`config.mk`:
```
export PLATFORM = sky130hd
export DESIGN_NAME = load_store_unit
export DESIGN_NICKNAME = d
export VERILOG_FILES = /design/src/rtl/load_store_unit_pkg.sv /design/src/rtl/lsu_align.sv /design/src/rtl/load_store_unit.sv
export SDC_FILE = /design/constraint.sdc
export NUM_CORES = 1
export LEC_CHECK = 0
export ABC_CLOCK_PERIOD_IN_PS = 3400
export CAP_MARGIN = 25
export CELL_PAD_IN_SITES_DETAIL_PLACEMENT = 0
export CELL_PAD_IN_SITES_GLOBAL_PLACEMENT = 1
export CORE_ASPECT_RATIO = 0.5
export CORE_MARGIN = 2
export CORE_UTILIZATION = 40
export CTS_BUF_LIST = sky130_fd_sc_hd__clkbuf_8
export CTS_CLUSTER_DIAMETER = 50
export DETAILED_ROUTE_END_ITERATION = 10
export GPL_ROUTABILITY_DRIVEN = 0
export PLACE_DENSITY_LB_ADDON = 0.1
export SLEW_MARGIN = 5
export SYNTH_ARGS = -nofsm -noshare
export SYNTH_HDL_FRONTEND = slang
export SYNTH_SLANG_ARGS = --single-unit
export TNS_END_PERCENT = 50
```
`constraint.sdc`:
```
create_clock -name clk -period 3.4 [get_ports clk]
set_input_delay 0.34 -clock clk [delete_from_list [all_inputs] [get_ports clk]]
set_output_delay 0.34 -clock clk [all_outputs]
set_load 0.01 [all_outputs]
```
`src/rtl/load_store_unit_pkg.sv`:
```
`default_nettype none
// ============================================================================
// Module   : load_store_unit_pkg
// Purpose  : Shared types and helpers for the load/store unit: FSM state
//            encoding, RV32I load/store funct3 codes, funct3 legality and
//            access-size decoding.
// Revision : 1.0 - initial release
// ============================================================================
package load_store_unit_pkg;

    typedef enum logic [2:0] {
        S_IDLE = 3'd0,
        S_REQ0 = 3'd1,
        S_RSP0 = 3'd2,
        S_REQ1 = 3'd3,
        S_RSP1 = 3'd4,
        S_DONE = 3'd5
    } lsu_state_e;

    localparam logic [2:0] F3_B  = 3'b000;
    localparam logic [2:0] F3_H  = 3'b001;
    localparam logic [2:0] F3_W  = 3'b010;
    localparam logic [2:0] F3_BU = 3'b100;
    localparam logic [2:0] F3_HU = 3'b101;

    // Unsigned variants exist only for loads.
    function automatic logic f3_legal(input logic is_store, input logic [2:0] f3);
        logic ok;
        case (f3)
            F3_B, F3_H, F3_W: ok = 1'b1;
            F3_BU, F3_HU:     ok = ~is_store;
            default:          ok = 1'b0;
        endcase
        return ok;
    endfunction

    // Access size in bytes from funct3[1:0]; code 3 is illegal and never
    // reaches memory, so it simply decodes as a word.
    function automatic logic [2:0] size_bytes(input logic [1:0] sz);
        logic [2:0] n;
        case (sz)
            2'd0:    n = 3'd1;
            2'd1:    n = 3'd2;
            default: n = 3'd4;
        endcase
        return n;
    endfunction

endpackage
`default_nettype wire

```
`src/rtl/lsu_align.sv`:
```
`default_nettype none
// ============================================================================
// Module   : lsu_align
// Purpose  : Combinational lane logic for the load/store unit. Produces the
//            per-beat byte enables and lane-shifted write data, and extracts
//            and sign/zero-extends the load result from the two beat buffers.
// Ports    : i_size     - funct3[1:0] (0 byte, 1 half, 2 word)
//            i_off      - byte offset within the first word
//            i_unsigned - funct3[2], zero-extend when set
//            i_wdata    - LSB-justified store data
//            i_buf0/1   - read data captured for beat 0 / beat 1
//            o_be0/1    - byte enables for beat 0 / beat 1
//            o_wdata0/1 - lane-aligned write data for beat 0 / beat 1
//            o_rdata    - extended load result
// Revision : 1.0 - initial release
// ============================================================================
module lsu_align (
    input  logic [1:0]  i_size,
    input  logic [1:0]  i_off,
    input  logic        i_unsigned,
    input  logic [31:0] i_wdata,
    input  logic [31:0] i_buf0,
    input  logic [31:0] i_buf1,
    output logic [3:0]  o_be0,
    output logic [3:0]  o_be1,
    output logic [31:0] o_wdata0,
    output logic [31:0] o_wdata1,
    output logic [31:0] o_rdata
);
    import load_store_unit_pkg::*;

    logic [3:0]  w_mask4;
    logic [7:0]  w_mask8;
    logic [63:0] w_w64;
    logic [31:0] w_r32;

    always_comb begin
        case (size_bytes(i_size))
            3'd1:    w_mask4 = 4'b0001;
            3'd2:    w_mask4 = 4'b0011;
            default: w_mask4 = 4'b1111;
        endcase
    end

    // A two-word window: lanes past byte 3 spill into the second beat.
    assign w_mask8  = {4'b0000, w_mask4} << i_off;
    assign o_be0    = w_mask8[3:0];
    assign o_be1    = w_mask8[7:4];

    assign w_w64    = {32'b0, i_wdata} << {i_off, 3'b000};
    assign o_wdata0 = w_w64[31:0];
    assign o_wdata1 = w_w64[63:32];

    // Only the low word of the shifted window can hold the result.
    assign w_r32    = 32'({i_buf1, i_buf0} >> {i_off, 3'b000});

    always_comb begin
        case (i_size)
            2'd0:    o_rdata = i_unsigned ? {24'b0, w_r32[7:0]}
                                          : {{24{w_r32[7]}}, w_r32[7:0]};
            2'd1:    o_rdata = i_unsigned ? {16'b0, w_r32[15:0]}
                                          : {{16{w_r32[15]}}, w_r32[15:0]};
            default: o_rdata = w_r32;
        endcase
    end

endmodule
`default_nettype wire

```
`src/rtl/load_store_unit.sv`:
```
`default_nettype none
// ============================================================================
// Module   : load_store_unit
// Purpose  : Multi-cycle RV32I load/store engine between the execute stage
//            and a word-addressed data RAM. Word-crossing accesses are split
//            into two beats when ALLOW_MISALIGNED is set, otherwise they
//            fault without touching memory.
// Ports    : clk, clk_en, rst                - clock, enable, sync reset
//            i_req/i_is_store/i_funct3/
//            i_addr/i_wdata                  - access command (IDLE only)
//            o_busy/o_done/o_fault/o_rdata   - core-side status and result
//            o_mem_req/we/addr/be/wdata,
//            i_mem_ready/rvalid/rdata        - RAM request/response channel
// Revision : 1.0 - initial release
// ============================================================================
module load_store_unit #(
    parameter int ADDR_WIDTH       = 31,
    parameter bit ALLOW_MISALIGNED = 1'b1
) (
    input  logic                  clk,
    input  logic                  clk_en,
    input  logic                  rst,
    input  logic                  i_req,
    input  logic                  i_is_store,
    input  logic [2:0]            i_funct3,
    input  logic [31:0]           i_addr,
    input  logic [31:0]           i_wdata,
    output logic                  o_busy,
    output logic                  o_done,
    output logic                  o_fault,
    output logic [31:0]           o_rdata,
    output logic                  o_mem_req,
    output logic                  o_mem_we,
    output logic [ADDR_WIDTH:0]   o_mem_addr,
    output logic [3:0]            o_mem_be,
    output logic [31:0]           o_mem_wdata,
    input  logic                  i_mem_ready,
    input  logic                  i_mem_rvalid,
    input  logic [31:0]           i_mem_rdata
);
    import load_store_unit_pkg::*;

    localparam int AW = ADDR_WIDTH + 1;

    lsu_state_e  r_state;
    lsu_state_e  w_next;
    logic        r_is_store;
    logic [2:0]  r_funct3;
    logic [31:0] r_addr;
    logic [31:0] r_wdata;
    logic        r_fault;
    logic [31:0] r_buf0;
    logic [31:0] r_buf1;
    logic [31:0] r_rdata;

    logic        w_in_misal;
    logic        w_in_fault;
    logic        w_split;
    logic        w_req;
    logic        w_beat1;
    logic        w_ld_done;
    logic [29:0] w_word;
    logic [ADDR_WIDTH:0] w_addr_out;
    logic [3:0]  w_be0;
    logic [3:0]  w_be1;
    logic [31:0] w_wd0;
    logic [31:0] w_wd1;
    logic [31:0] w_ld_data;

    // Fault decision is made on the raw command so a faulting access never
    // enters a request state.
    assign w_in_misal = (i_funct3[1:0] == 2'd1 && i_addr[0]) ||
                        (i_funct3[1:0] == 2'd2 && i_addr[1:0] != 2'b00);
    assign w_in_fault = ~f3_legal(i_is_store, i_funct3) ||
                        (~ALLOW_MISALIGNED && w_in_misal);

    assign w_split    = ({1'b0, r_addr[1:0]} + size_bytes(r_funct3[1:0])) > 3'd4;

    always_comb begin
        w_next = r_state;
        case (r_state)
            S_IDLE: if (i_req) w_next = w_in_fault ? S_DONE : S_REQ0;
            S_REQ0: if (i_mem_ready) begin
                        if (!r_is_store) w_next = S_RSP0;
                        else             w_next = w_split ? S_REQ1 : S_DONE;
                    end
            S_RSP0: if (i_mem_rvalid) w_next = w_split ? S_REQ1 : S_DONE;
            S_REQ1: if (i_mem_ready) w_next = r_is_store ? S_DONE : S_RSP1;
            S_RSP1: if (i_mem_rvalid) w_next = S_DONE;
            S_DONE: w_next = S_IDLE;
            default: w_next = S_IDLE;
        endcase
    end

    always_ff @(posedge clk) begin
        if (rst) begin
            r_state    <= S_IDLE;
            r_is_store <= 1'b0;
            r_funct3   <= 3'b000;
            r_addr     <= 32'b0;
            r_wdata    <= 32'b0;
            r_fault    <= 1'b0;
            r_buf0     <= 32'b0;
            r_buf1     <= 32'b0;
            r_rdata    <= 32'b0;
        end else if (clk_en) begin
            r_state <= w_next;
            if (r_state == S_IDLE && i_req) begin
                r_is_store <= i_is_store;
                r_funct3   <= i_funct3;
                r_addr     <= i_addr;
                r_wdata    <= i_wdata;
                r_fault    <= w_in_fault;
            end
            if (r_state == S_RSP0 && i_mem_rvalid) r_buf0 <= i_mem_rdata;
            if (r_state == S_RSP1 && i_mem_rvalid) r_buf1 <= i_mem_rdata;
            if (w_ld_done) r_rdata <= w_ld_data;
        end
    end

    lsu_align u_align (
        .i_size     (r_funct3[1:0]),
        .i_off      (r_addr[1:0]),
        .i_unsigned (r_funct3[2]),
        .i_wdata    (r_wdata),
        .i_buf0     (r_buf0),
        .i_buf1     (r_buf1),
        .o_be0      (w_be0),
        .o_be1      (w_be1),
        .o_wdata0   (w_wd0),
        .o_wdata1   (w_wd1),
        .o_rdata    (w_ld_data)
    );

    assign w_req     = (r_state == S_REQ0) || (r_state == S_REQ1);
    assign w_beat1   = (r_state == S_REQ1);
    assign w_ld_done = (r_state == S_DONE) && !r_is_store && !r_fault;

    // Second beat targets the next word; 30-bit arithmetic wraps naturally.
    assign w_word    = w_beat1 ? (r_addr[31:2] + 30'd1) : r_addr[31:2];

    generate
        if (AW > 30) begin : g_addr_ext
            assign w_addr_out = {{(AW - 30){1'b0}}, w_word};
        end else if (AW == 30) begin : g_addr_eq
            assign w_addr_out = w_word;
        end else begin : g_addr_trunc
            assign w_addr_out = w_word[AW-1:0];
        end
    endgenerate

    assign o_mem_req   = w_req;
    assign o_mem_we    = w_req && r_is_store;
    assign o_mem_addr  = w_req ? w_addr_out : '0;
    assign o_mem_be    = w_req ? (w_beat1 ? w_be1 : w_be0) : 4'b0000;
    assign o_mem_wdata = (w_req && r_is_store) ? (w_beat1 ? w_wd1 : w_wd0) : 32'b0;

    assign o_busy  = (r_state != S_IDLE);
    assign o_done  = (r_state == S_DONE);
    assign o_fault = (r_state == S_DONE) && r_fault;
    // The new result is visible in the completion cycle itself.
    assign o_rdata = w_ld_done ? w_ld_data : r_rdata;

endmodule
`default_nettype wire

```
==> reports/metrics.yaml <==
outcome: "finished, violations left"
violations: "setup timing"
fp.dieW_um: 215
top_usage_layer: "met2"
vdd_drop_max_uv: 240
drtAntennaViolNets: 0
synth_cells: 1165
worstHoldPathCells: 3
drive_gt1_frac: 0.111
fmax_ghz: 0.289
start_kind: "register"
num_vias: 9066
syn_to_final_growth_pct: 31.2
grt_pass1_vias: 8456
crit_type: "reg2out"
synth_edf_count: 0
synthFlopType: "dfxtp_1"
clock_skew_ns: 0.0124
ios: 211
first_pass_iters: 5
cts_tree: "built"
post_drt_wl_per_cell_um: 18.3
power.total_mw: 4.27
combPwrFrac: 0.184
ys_warn_count: 0
cp.required_ns: 3.06
grt_pass1_wl_um: 46400
r2r_start: "r_funct3[0]"
gr-total-overflow: 0
crit_arrival_ns: 3.12
clockBufferDepth: 2
switching_share: 0.303
hold_viol: 0
syn_area_per_cell_um2: 7.65
grt_max_degree: 72
ys_top_cells_by_area: "dfxtp_1 (36%), nand2_1 (12%), a21oi_1 (11%)"
fin_nets: 1431
power_leakage_nw: 3.77
use_met2: 0.419
clk_latency_ns: 0.49
antennaDiodeCount: 0
row_count: 38
r2r_cells: 9
synth_cell_type_count: 59
grt_use_met1: 0.328
r2r_slack_ns: 0.92
slowest_stage: "or4_2"
wirelength_um: 29900
cts.sink_count: 160
first_iter_violations: 719
period_needed_ns: 3.46
hp-class: "in2reg"
timing.final.crit_share: 1.02
dp_hpwl_um: 20800
synth-seq-area-share: 0.359
power_frac_seq: 0.476
chipHeight_um: 110
cp-end-kind: "primary output"
drc: 0
place_area_mm2: 0.0111
cap_violations: 0
dp_slack_ns: 0.299
cts_buffers: 17
hp-start: "i_addr[7]"
start_util: 0.409
synth_top_area_cell: "dfxtp_1"
core-area_mm2: 0.0218
avgViaCountPerCell: 5.55
power_density_mw_per_mm2: 365
grt_use_total: 0.252
ys_seq_elements: 160
place_inst: 1595
portBuffers: 208
instances_no_fill: 1634
path_clk_slew_ns: 0.09
htree_levels: 4
rsz0062_at_grt: "yes"
slew_headroom: 0.502
reg2reg_to: "r_state[1]"
num-fill-cells: 2104
use_met3: 0.0609
final_cell_area_mm2: 0.0117
antenna_found_initial: 1
worst_slew_pin_slew_ns: 0.747
slew_viol_final: 0
setup_ws_ns: -0.0616
cp_max_fo: 8
die_area_mm2: 0.0236
netlist_area_mm2: 0.00891
power_frac_clock: 0.340
tns_ns: -0.0616
power.internal_mw: 2.98
cp_slowest_stage_delay_ns: 0.71
cts-root-buf: "clkbuf_8"
setup_viol: 1
crit_chain: "nand3_1 -> or4_2 -> nor4_2 -> mux2i_1 -> clkdlybuf4s50_1"
synth_top_area_share: 0.359
switchingPower_mw: 1.30
min_to: "r_addr[7]"
async_flop_share: 0
## sequential cells by signal, summed over array words and instances (netlist names)
name and flops:
r_wdata 32, r_fault 1, r_funct3 3, r_rdata 32, r_addr 32, r_state 3
r_is_store 1, r_buf0 32, r_buf1 24
## cells by family (layout without fill, tap and decap cells)
kind of cell             Yosys count  count (layout)  synth area share
AND/OR/NAND/NOR                  516             519             0.260
AO/OA/AOI/OAI                    289             289             0.182
flip-flops                       160             160             0.359
buffers and inverters            117             282            0.0580
multiplexers                      68              68             0.124
XOR/XNOR                          10              10           0.00983
adder cells (fa/ha/maj)            4               4           0.00646
other                              1               2          0.000421
## cell usage after synthesis, drive strengths merged, types with 4 or more instances
| cell | instances |
|---|---|
| a211oi | 31 |
| a21oi | 198 |
| and3 | 11 |
| buf | 30 |
| clkbuf | 73 |
| dfxtp | 160 |
| inv | 14 |
| mux2 | 17 |
| mux2i | 19 |
| mux4 | 32 |
| nand2 | 292 |
| nand2b | 9 |
| nand3 | 10 |
| nand4 | 10 |
| nor2 | 97 |
| nor2b | 4 |
| nor3 | 17 |
| nor3b | 11 |
| nor4 | 7 |
| o21a | 8 |
| o21ai | 27 |
| o31ai | 10 |
| or3 | 22 |
| or4 | 14 |
| xnor2 | 8 |
## per-layer routing
layer	wire length, µm	vias up
met4	531	2
met3	1790	36
met1	13400	4395
met2	14100	251
li1	-	4382
met5	16	-
## how the worst max path moves through the flow
stage	from	to	slack [ns]	depth (start not counted)
CTS	r_state[0]	o_mem_addr[16]	-0.006	5
global placement	r_state[0]	o_rdata[10]	0.34	7
floorplan	r_addr[0]	o_mem_be[3]	1.05	6
detailed placement	r_state[1]	o_mem_addr[16]	0.30	5
finish	r_addr[4]	o_mem_addr[29]	-0.06	5
global route	r_addr[4]	o_mem_addr[29]	-0.1	5
## per-stage QoR
stage / hold WS, ns / utilization
2_1_floorplan: 0.433 / -
3_3_place_gp: 0.440 / 0.511
3_5_place_dp: 0.447 / 0.511
4_1_cts: 0.364 / 0.532
5_1_grt: 0.372 / 0.537
6_report: 0.392 / 0.537
## area by class of cell
| class | count | area (µm²) | share of cell area |
|---|---|---|---|
| well taps | 300 | 375 | 0.0321 |
| multi-input cells | 892 | 5310 | 0.454 |
| repair buffers | 236 | 2340 | 0.200 |
| clock buffers | 17 | 234 | 0.0200 |
| inverters | 14 | 52.6 | 0.00449 |
| flip-flops and latches | 160 | 3220 | 0.275 |
| clock inverters | 15 | 160 | 0.0137 |
## power groups by stage
| stage | clock network (mW) | registers [mW] | logic [mW] |
|---|---|---|---|
| 6_report | 1.45 | 2.03 | 0.788 |
| 5_1_grt | 1.56 | 2.05 | 0.863 |
| 4_1_cts | 1.49 | 2.03 | 0.786 |
| 3_5_place_dp | 0 | 2.07 | 0.781 |
| 3_3_place_gp | 0 | 2.06 | 0.773 |
| 2_1_floorplan | 0 | 2.04 | 0.467 |
## cell usage in the layout (no fill, tap or decap), types with 3 or more instances in the layout
cell type / n
nand2_1: 290
clkdlybuf4s50_1: 201
a21oi_1: 198
dfxtp_1: 150
nor2_1: 97
mux4_2: 32
a211oi_1: 30
o21ai_0: 27
buf_4: 25
or3_1: 22
mux2i_1: 19
mux2_2: 17
clkbuf_8: 17
inv_1: 15
nor3_1: 15
and3_1: 10
o31ai_1: 10
or4_1: 10
nor3b_1: 9
nand4_1: 9
dfxtp_2: 9
nand2b_1: 8
nand3_1: 8
xnor2_1: 8
o21a_1: 8
dlymetal6s2s_1: 5
or4_4: 4
nor4_1: 4
clkinvlp_4: 4
or2_2: 3
nor2b_1: 3
and4_1: 3
ha_1: 3
inv_6: 3
buf_12: 3
## timing repair
item,in CTS,in global routing
setup buffers,2,2
hold buffers,0,0
resized for setup,10,21
endpoints found under the setup margin,42,47
pin swaps,2,5
cloned,1,2
## critical path: cells and delay by family, from the launching register on
family,cells,cell delay (ns)
buffers and inverters,1,0.60
flip-flops,1,0.44
multiplexers,1,0.36
AND/OR/NAND/NOR,3,1.23
(Power assumes the default switching activity.)
